[config.mk]
export PLATFORM = sky130hd
export DESIGN_NAME = mem_arbiter
export DESIGN_NICKNAME = d
export VERILOG_FILES = /design/src/rtl/cpu_types_pkg.sv /design/src/rtl/mem_arbiter.sv
export SDC_FILE = /design/constraint.sdc
export NUM_CORES = 1
export LEC_CHECK = 0
export ABC_AREA = 1
export CAP_MARGIN = 20
export CORE_AREA = 2 2 104 106
export DETAILED_ROUTE_END_ITERATION = 8
export DIE_AREA = 0 0 106 108
export HOLD_SLACK_MARGIN = 0.12
export PLACE_DENSITY = 0.72
export RECOVER_POWER = 50
export SYNTH_ARGS = -nofsm -noshare
export SYNTH_HDL_FRONTEND = slang
export SYNTH_SLANG_ARGS = --single-unit
[constraint.sdc]
create_clock -name CLK -period 1.4 [get_ports CLK]
set_input_delay 0.28 -clock CLK [delete_from_list [all_inputs] [get_ports CLK]]
set_output_delay 0.28 -clock CLK [all_outputs]
set_load 0.005 [all_outputs]
[src/rtl/cpu_types_pkg.sv]
// Shared CPU type definitions.
// Word type and RAM port status encoding.
package cpu_types_pkg;

  localparam int WORD_W = 32;

  typedef logic [WORD_W-1:0] word_t;

  typedef enum logic [1:0] {
    FREE   = 2'd0,
    BUSY   = 2'd1,
    ACCESS = 2'd2,
    ERROR  = 2'd3
  } ramstate_t;

endpackage

[src/rtl/mem_arbiter.sv]
// Single-port RAM arbiter for icache fills and dcache accesses.
// Dcache wins unless the icache has been starved STARVE_MAX times.
module mem_arbiter
  import cpu_types_pkg::*;
#(
  parameter int ADDR_W     = 32,
  parameter int DATA_W     = 32,
  parameter int STARVE_MAX = 4
) (
  input  logic              CLK,
  input  logic              RST,
  input  logic              iREN,
  input  logic [ADDR_W-1:0] iaddr,
  output logic              iwait,
  output logic [DATA_W-1:0] iload,
  input  logic              dREN,
  input  logic              dWEN,
  input  logic [ADDR_W-1:0] daddr,
  input  logic [DATA_W-1:0] dstore,
  output logic              dwait,
  output logic [DATA_W-1:0] dload,
  output logic              ramREN,
  output logic              ramWEN,
  output logic [ADDR_W-1:0] ramaddr,
  output logic [DATA_W-1:0] ramstore,
  input  logic [DATA_W-1:0] ramload,
  input  ramstate_t         ramstate
);

  typedef enum logic [1:0] {
    IDLE   = 2'd0,
    IGRANT = 2'd1,
    DGRANT = 2'd2
  } state_e;

  localparam logic [3:0] SMAX = 4'(STARVE_MAX);

  state_e     state_q, state_d;
  logic [3:0] starve_q, starve_d;

  logic d_req;
  logic acc;

  assign d_req = dREN | dWEN;
  assign acc   = (ramstate == ACCESS);

  always_ff @(posedge CLK) begin
    if (RST) begin
      state_q  <= IDLE;
      starve_q <= 4'd0;
    end else begin
      state_q  <= state_d;
      starve_q <= starve_d;
    end
  end

  always_comb begin
    state_d  = state_q;
    starve_d = starve_q;
    iwait    = 1'b1;
    dwait    = 1'b1;
    iload    = '0;
    dload    = '0;
    ramREN   = 1'b0;
    ramWEN   = 1'b0;
    ramaddr  = '0;
    ramstore = '0;
    unique case (state_q)
      IDLE: begin
        if (d_req && !(iREN && starve_q == SMAX)) begin
          state_d = DGRANT;
        end else if (iREN) begin
          state_d = IGRANT;
        end
      end
      IGRANT: begin
        ramREN  = 1'b1;
        ramaddr = iaddr;
        // A dropped request abandons the grant even if ACCESS arrives
        if (!iREN) begin
          state_d = IDLE;
        end else if (acc) begin
          iwait    = 1'b0;
          iload    = ramload;
          state_d  = IDLE;
          starve_d = 4'd0;
        end
      end
      DGRANT: begin
        ramREN   = dREN;
        ramWEN   = dWEN;
        ramaddr  = daddr;
        ramstore = dstore;
        if (!d_req) begin
          state_d = IDLE;
        end else if (acc) begin
          dwait   = 1'b0;
          dload   = dREN ? ramload : '0;
          state_d = IDLE;
          if (!iREN) begin
            starve_d = 4'd0;
          end else if (starve_q != SMAX) begin
            starve_d = starve_q + 4'd1;
          end
        end
      end
      default: state_d = IDLE;
    endcase
    // Reset cycle: nothing reaches the RAM and no completion escapes
    if (RST) begin
      iwait    = 1'b1;
      dwait    = 1'b1;
      iload    = '0;
      dload    = '0;
      ramREN   = 1'b0;
      ramWEN   = 1'b0;
      ramaddr  = '0;
      ramstore = '0;
    end
  end

endmodule

==> reports/metrics.cfg, run 1 <==
[placed_design]
routabilityCongestion=0.784
dp_hpwl_mm=8.55
dp_slack_ps=-883
placed_area_um2=5240
portBuffers=266

[drt]
wl_per_cell_um=16.4
drt-initial-drc-count=168
ant_nets=0
drtPass1Iterations=4
vias_per_cell=4.58
drc=0
wl_mm=13.8
vias=3854

[setup_path]
start_kind=register
slowest_stage=dfxtp_4
critical_path_required_ps=1120
arrival_ps=1600
worstPathMaxFanout=4
crit_type=register to output port
cp-end-kind=output port
cp_slowest_stage_delay_ps=370
worstPathCellList=inv_4 -> ha_1 -> nand2_4 -> buf_4 -> a21oi_2 -> clkdlybuf4s15_2

[cells_and_area]
layout-drive-gt1-share_pct=56.4
nets=849
stdcell_area_um2=6340
area_growth_syn_to_layout_pct=192
n_antenna_cell=0

[run_status]
status=finished with violations
failed_checks=negative setup slack

[logic_synthesis]
async_reset_ff_share_pct=0
yosys_warnings=0
synthTopCellsByCount=nand2_1 (121), nor3_2 (60), inv_1 (47)
ys_ff_latch=6
synth_most_common_cell=nand2_1
syn-instance-count=381
netlist_top_cells_area=nor3_2 (28%), nand2_1 (21%), a21oi_1 (8.8%)
yosysTopAreaCell=nor3_2
synth.distinct_cells=24
synth_nets=522
avgSynthCellArea_um2=5.69
synth_top_area_share_pct=27.7
ys_seq_area_share_pct=5.54
syn-cell-area_um2=2170
synthFlopType=dfxtp_1
synth-edff-count=0

[floorplanning]
ios=267
rows=37
initial_utilization_pct=21.2
fp.coreArea_um2=10200
die-area_um2=11400
fp.dieW_um=106
die-height_um=108

[clock_network]
cts_tree=yes
clk_transition_reported_paths_ps=40
cts_buffers=3
cts_hold_buf=0
clock_latency_ps=230
cts_root_buf=clkbuf_8
cts_buffer_depth=2
cts_sinks=6
htreeDepth=1

[timing]
period_needed_ps=1880
hold_viol=0
rsz0062_at_grt=yes
setup_violations=138
setup_tns_ps=-48940
slew_viol_final=0
fin_crit_sh_pct=134
fin_ws_ps=-483
max_slew_margin_pct=79.6
worstMarginPinSlew_ps=306
fmax_ghz=0.531
finClkSkew_ps=2.06

[pwr]
p_clk_share_pct=11.4
switchingPower_mw=0.940
power_frac_comb_pct=80.2
p_total_mw=2.34
power.internal_mw=1.40
p_sw_share_pct=40.2
ir_worst_vdd_uv=311
seq_power_share_pct=8.4
power_density_nw_per_um2=369
leakage_nw=3.09

[flow_run]
cap_violations=0

[global_routing]
grt_pass1_vias=3761
grt_max_degree=23
grt_usage_pct=21.0
grt_pass1_wl_mm=19.3
grt_overflow=0
antenna_found_initial=0

[hold_path]
holdCritPathClass=register to register

[final timing paths]
check | startpoint | endpoint | slack, ps | depth (start not counted)
min | starve_q[2]$_SDFFE_PP0P_ | starve_q[2]$_SDFFE_PP0P_ | 540 | 2
max | state_q[1]$_SDFFE_PP0P_ | ramREN | -480 | 6
max reg2reg | state_q[1]$_SDFFE_PP0P_ | starve_q[2]$_SDFFE_PP0P_ | -350 | 10
min reg2reg | starve_q[2]$_SDFFE_PP0P_ | starve_q[2]$_SDFFE_PP0P_ | 540 | 2
[cell type report]
cell class,instances,area (um2)
clock buffer,3,41.3
tap,136,170
sequential,6,128
fill,851,3890
timing repair buffer,353,3390
inverter,52,208
multi-input combinational,292,2400
[cell families (layout without fill, tap and decap cells)]
family / Yosys count / after routing / share of synthesized area (%)
AO/OA/AOI/OAI: 40 / 40 / 9.92
adder cells (fa/ha/maj): 6 / 6 / 3.46
buffers and inverters: 83 / 408 / 18.0
flip-flops: 6 / 6 / 5.54
AND/OR/NAND/NOR: 246 / 246 / 63.1
[sequential cells by signal (all words and copies together), names as in the netlist]
name	flops
state_q	2
starve_q	4
[cells in the final DEF, fill, tap and decap left out, drive strengths merged]
cell	instances
a21oi	40
buf	210
clkbuf	5
clkdlybuf4s15	8
clkdlybuf4s50	129
dfxtp	6
dlygate4sd2	4
ha	6
inv	52
nand2	126
nand3	10
nand4	2
nor2	42
nor3	64
or2	2
[critical path, delay by kind of cell, from the launching register on]
kind	cells	cell delay [ps]
compound gates	1	120
flops	1	370
buf+inv	3	460
simple gates	1	100
fa+ha+maj	1	320
[routing by layer]
layer	global-route usage [%]	vias to the layer above	routed length (um)	share of wire (%)
met5	0	-	0	0
li1	-	1856	-	-
met4	5.92	0	317	2.3
met3	4.46	21	963	7.0
met1	21.8	1784	4800	35
met2	42.4	193	7740	56
[power groups by stage]
stage	sequential (mW)	clock [mW]	combinational [mW]
3_5_place_dp	0.195	0	1.19
3_3_place_gp	0.193	0	1.17
4_1_cts	0.197	0.264	1.68
2_1_floorplan	0.192	0	0.498
5_1_grt	0.199	0.274	1.98
6_report	0.197	0.266	1.87
[stage by stage]
step,cells,hold WS (ps),utilization (%)
6_report,842,541,61.9
5_1_grt,842,559,61.9
4_1_cts,834,532,57.4
3_3_place_gp,785,508,51.2
3_5_place_dp,785,527,51.2
2_1_floorplan,381,486,-
[repair_timing]
action / CTS / global route
setup buffers: 26 / 16
endpoints found under the setup margin: 138 / 138
resized for setup: 610 / 137
cloned: 20 / 2
pin swaps: 64 / 42
Note: power is estimated with default switching activity, not from simulation.
==> run 2: changes to the inputs <==
CORE_AREA = 2 2 102 104   (was 2 2 104 106)
CTS_CLUSTER_SIZE = 40   (was not set)
DIE_AREA = 0 0 104 106   (was 0 0 106 108)
DONT_BUFFER_PORTS = 1   (was not set)
PLACE_DENSITY = 0.42   (was 0.72)
==> reports/metrics.cfg, run 2 (synthesis results as in run 1) <==
[floorplanning]
die-height_um=106  ; -1.9%
fp.dieW_um=104  ; -1.9%
rows=37  ; unchanged
die-area_um2=11000  ; -3.7%
fp.coreArea_um2=10000  ; -2.3%
initial_utilization_pct=21.7  ; +0.49 points
ios=267  ; unchanged

[timing]
slew_viol_final=0  ; unchanged
holdWs_ps=266  ; -275 ps
setup_tns_ps=-27790  ; +21,160 ps
hold_viol=0  ; unchanged
max_slew_margin_pct=71.1  ; -8.5 points
finClkSkew_ps=4.07  ; +2.00 ps
rsz0062_at_grt=yes
fin_crit_sh_pct=120  ; -15 points
setup_violations=138  ; unchanged
fmax_ghz=0.598  ; +13%
worstMarginPinSlew_ps=434  ; +128 ps
fin_ws_ps=-273  ; +209 ps
period_needed_ps=1670  ; -209 ps

[cells_and_area]
area_growth_syn_to_layout_pct=88.9
regMostFlops=starve_q
final_cells=548  ; -35%
layout-drive-gt1-share_pct=63.6  ; +7.2 points
largestRegisters=starve_q: 4 flops, state_q: 2 flops
nFillCells=965  ; +13%
largest_reg_flops=4  ; unchanged
layout_common_cells=nand2_1 (71), nor3_4 (54), inv_1 (45)
seq_area_um2=128  ; unchanged
nets=555  ; -35%
stdcell_area_um2=4100  ; -35%
multi_input_area_um2=2680  ; +12%
n_antenna_cell=0  ; unchanged
layout_commonest_cell=nand2_1
fin_util_pct=41.0  ; -21 points

[drt]
wl_per_cell_um=17.1  ; +4.0%
drtPass1Iterations=4  ; unchanged
vias_per_cell=4.79  ; +4.6%
drt-initial-drc-count=124  ; -26%
vias=2624  ; -32%
ant_nets=0  ; unchanged
wl_mm=9.36  ; -32%
drc=0  ; unchanged

[placed_design]
placed_area_um2=2520  ; -52%
portBuffers=0  ; -100%
routabilityCongestion=0.789  ; +0.52%
dp_hpwl_mm=6.02  ; -30%
place_inst=513  ; -35%

[flow_run]
cap_violations=0  ; unchanged

[pwr]
power.internal_mw=0.892  ; -36%
p_clk_share_pct=15.3  ; +3.9 points
power_density_nw_per_um2=411  ; +11%
switchingPower_mw=0.793  ; -16%
p_sw_share_pct=47.1  ; +6.8 points
power_frac_comb_pct=73.1  ; -7.1 points
leakage_nw=1.72  ; -44%
ir_worst_vdd_uv=153  ; -51%
seq_power_share_pct=11.5  ; +3.1 points

[clock_network]
cts_sinks=6  ; unchanged
cts_root_buf=clkbuf_8
clock_latency_ps=220  ; about the same
clk_transition_reported_paths_ps=40  ; about the same
htreeDepth=1  ; unchanged
cts_tree=yes
cts_buffers=3  ; unchanged
cts_buffer_depth=2  ; unchanged

[hold_path]
holdCritPathClass=input port to register

[global_routing]
busiest_layer=met2
grt_pass1_vias=2521  ; -33%
grt_max_degree=42  ; +83%
antenna_found_initial=0  ; unchanged
grt_usage_pct=14.4  ; -6.6 points
grt_overflow=0  ; unchanged
grt_use_met2_pct=29.2  ; -13 points
grt.met3_usage_pct=3.25  ; -1.2 points
grt_use_met1_pct=14.5  ; -7.3 points
grt_pass1_wl_mm=13.0  ; -33%

[setup_path]
arrival_ps=1390  ; -210 ps
cp_slowest_stage_delay_ps=360  ; about the same
cp_top_family=flip-flops
worstPathMaxFanout=32  ; +28
slowest_stage=dfxtp_4
critical_path_required_ps=1120  ; about the same
critPathBufInv=2  ; -1
cp-end-kind=output port
start_kind=register
worstPathCellList=buf_4 -> ha_4 -> buf_12 -> nand2_1 -> a21oi_4
crit_type=register to output port

[run_status]
failed_checks=negative setup slack
status=finished with violations

[run 2: cell type report]
| type | instances | share of cell area, % |
|---|---|---|
| multi-input combinational | 292 | 65.3 |
| timing repair buffer | 59 | 21.5 |
| inverter | 52 | 4.89 |
| tap | 136 | 4.15 |
| sequential | 6 | 3.11 |
| clock buffer | 3 | 1.01 |
[run 2: path summary, 6_finish.rpt]
| path | depth (start not counted) | to | start | slack, ps |
|---|---|---|---|---|
| setup / recovery | 5 | ramaddr[14] | state_q[0]$_SDFFE_PP0P_ | -270 |
| hold / removal | 3 | starve_q[1]$_SDFFE_PP0P_ | RST | 270 |
| setup reg to reg | 10 | starve_q[3]$_SDFFE_PP0P_ | state_q[0]$_SDFFE_PP0P_ | -210 |
| hold reg to reg | 2 | starve_q[2]$_SDFFE_PP0P_ | starve_q[2]$_SDFFE_PP0P_ | 530 |
[run 2: what timing repair did]
action,4_1_cts,5_1_grt
setup buffers,8,11
cloned,8,4
resized for setup,134,105
setup endpoints to repair,135,138
endpoints found under the hold margin,1,2
hold buffers,1,1
pin swaps,31,35
[run 2: per-stage QoR]
step / setup slack, ps / power, mW
3_5_place_dp: -217 / 0.794
4_1_cts: -264 / 1.45
6_report: -273 / 1.68
2_1_floorplan: -29.9 / 0.691
5_1_grt: -338 / 1.79
3_3_place_gp: -247 / 0.786
[run 2: per-layer routing]
layer	up-vias	part of all wire (%)
li1	1269	-
met1	1186	35
met2	159	56
met3	10	7.3
met4	0	1.9
met5	-	0
[run 2: worst min-delay path, delay by kind of cell]
family | cells | cell delay (ps)
AND/OR/NAND/NOR | 2 | 100
buffers and inverters | 1 | 60
[run 2: power by group through the flow]
stage                     sequential [mW]  clock (mW)  combinational, mW
after global routing                0.196       0.279               1.32
after detailed placement            0.193           0              0.601
final                               0.195       0.258               1.23
after global placement              0.193           0              0.593
after floorplan                     0.192           0              0.498
after CTS                           0.194       0.267              0.988
==> run 3: changes to the inputs <==
PLACE_DENSITY = 0.41   (was 0.42)
clock period = 1.7 ns   (was 1.4 ns; I/O delays follow)
==> reports/metrics.cfg, run 3 (synthesis results as in run 1) <==
[flow_run]
cap_violations=0  ; unchanged

[clock_network]
cts_hold_buf=0  ; -1
cts_sinks=6  ; unchanged
cts_buffer_depth=2  ; unchanged
clk_transition_reported_paths_ps=40  ; about the same
htreeDepth=1  ; unchanged
cts_root_buf=clkbuf_8
cts_tree=yes
cts_buffers=3  ; unchanged
clock_latency_ps=220  ; about the same

[setup_path]
start_kind=register
r2r-end=starve_q[0]$_SDFFE_PP0P_
reg2reg_from=state_q[0]$_SDFFE_PP0P_
crit_type=register to output port
critical_path_required_ps=1360  ; +240 ps
cp_slowest_stage_delay_ps=350  ; about the same
r2r_cells=8  ; -2
arrival_ps=1370  ; -20 ps
worstPathCellList=inv_4 -> ha_4 -> buf_6 -> nand2_8 -> clkbuf_16 -> nor3_4
critPathBufInv=3  ; +1
worstPathMaxFanout=7  ; -78%
slowest_stage=dfxtp_4
ff2ff_setup_slack_ps=160  ; +370 ps
cp-end-kind=output port
cp_top_family=buffers and inverters

[cells_and_area]
nets=531  ; -4.3%
layout-drive-gt1-share_pct=45.4  ; -18 points
largestRegisters=starve_q: 4 flops, state_q: 2 flops
largest_reg_flops=4  ; unchanged
final_cells=525  ; -4.2%
layout_common_cells=nand2_1 (119), nor3_4 (55), inv_1 (45)
area_growth_syn_to_layout_pct=56.8
layout_commonest_cell=nand2_1
regMostFlops=starve_q

[timing]
fin_crit_sh_pct=101
fmax_ghz=0.585
setup_violations=7  ; -95%
rsz0062_at_grt=yes
fin_ws_ps=-9.70  ; +263 ps
max_slew_margin_pct=78.8  ; +7.7 points
worstMarginPinSlew_ps=318  ; -116 ps
hold_viol=0  ; unchanged
finClkSkew_ps=1.77  ; -2.30 ps
period_needed_ps=1710
slew_viol_final=0  ; unchanged

[floorplanning]
ios=267  ; unchanged
rows=37  ; unchanged
die-height_um=106  ; unchanged
fp.dieW_um=104  ; unchanged
initial_utilization_pct=21.7  ; unchanged
fp.coreArea_um2=10000  ; unchanged
die-area_um2=11000  ; unchanged

[global_routing]
grt_overflow=0  ; unchanged
grt_pass1_wl_mm=11.0  ; -16%
grt_max_degree=39  ; -7.1%
grt_usage_pct=12.1  ; -2.3 points
antenna_found_initial=1  ; +1
grt_pass1_vias=2142  ; -15%

[drt]
wl_per_cell_um=16.4  ; -4.2%
ant_nets=0  ; unchanged
wl_mm=8.59  ; -8.2%
drc=0  ; unchanged
vias_per_cell=4.84  ; +1.1%
drt-initial-drc-count=161  ; +30%
vias=2542  ; -3.1%
drtPass1Iterations=4  ; unchanged

[hold_path]
worst_hold_path.endpoint=starve_q[2]$_SDFFE_PP0P_
holdCritPathClass=input port to register
hold_start=RST
worstHoldPathCells=1  ; -2

[run_status]
failed_checks=negative setup slack
status=finished with violations

[placed_design]
dp_slack_ps=-74.7  ; +142 ps
routabilityCongestion=0.812  ; +2.9%
place_inst=505  ; -1.6%
portBuffers=0  ; unchanged
dp_hpwl_mm=5.61  ; -6.9%

[pwr]
leakage_nw=1.37  ; -20%
power_density_nw_per_um2=323  ; -21%
ir_worst_vdd_uv=123  ; -20%

-- run 3: final cells by class --
| type | count | area [um2] |
|---|---|---|
| Clock buffer | 3 | 41.3 |
| Antenna cell | 1 | 2.50 |
| Fill cell | 1038 | 6600 |
| Inverter | 52 | 205 |
| Timing Repair Buffer | 35 | 547 |
| Sequential cell | 6 | 128 |
| Tap cell | 136 | 170 |
| Multi-Input combinational cell | 292 | 2310 |
-- run 3: repair_timing --
action                                  in CTS  in global routing
setup buffers                                1                  6
pin swaps                                    1                 20
cloned                                       2                  9
endpoints found under the setup margin     128                124
resized for setup                           87                 63
hold endpoints to repair                     0                  0
-- run 3: metal layers --
metal | GRT usage [%] | routed length (um) | up-vias
met1 | 12.5 | 3060 | 1145
met2 | 24.2 | 4750 | 174
met5 | 0 | 0 | -
li1 | - | - | 1217
met3 | 2.39 | 667 | 6
met4 | 4.05 | 118 | 0
-- run 3: worst max-delay path by stage --
stage	slack [ps]	start	to	cells after the start
2_1_floorplan	120	state_q[0]$_SDFFE_PP0P_	ramREN	6
3_3_place_gp	-50	ramstate[1]	dload[31]	8
5_1_grt	-70	state_q[1]$_SDFFE_PP0P_	iload[10]	6
6_report	-10	state_q[1]$_SDFFE_PP0P_	iload[28]	6
4_1_cts	-50	state_q[0]$_SDFFE_PP0P_	dload[31]	6
3_5_place_dp	-70	state_q[0]$_SDFFE_PP0P_	dload[31]	6
-- run 3: power breakdown --
part | total, mW | leakage (nW) | internal, mW | switching (mW)
sequential | 0.162 | 0.0502 | 0.150 | 0.0121
clock | 0.210 | 0.0216 | 0.152 | 0.0582
combinational | 0.727 | 1.30 | 0.250 | 0.477
-- run 3: through the flow --
| step | power, mW | hold slack (ps) | cell area [um2] | util (%) | setup TNS, ps |
|---|---|---|---|---|---|
| 6_report | 1.10 | 181 | 3400 | 34.0 | -30.6 |
| 5_1_grt | 1.18 | 172 | 3400 | 34.0 | -2710 |
| 4_1_cts | 0.958 | 181 | 2870 | 28.7 | -1520 |
| 3_5_place_dp | 0.604 | 413 | 2350 | 23.5 | -74.7 |
| 3_3_place_gp | 0.595 | 414 | 2350 | 23.5 | -50.0 |
| 2_1_floorplan | 0.529 | 486 | 2170 | - | 0 |
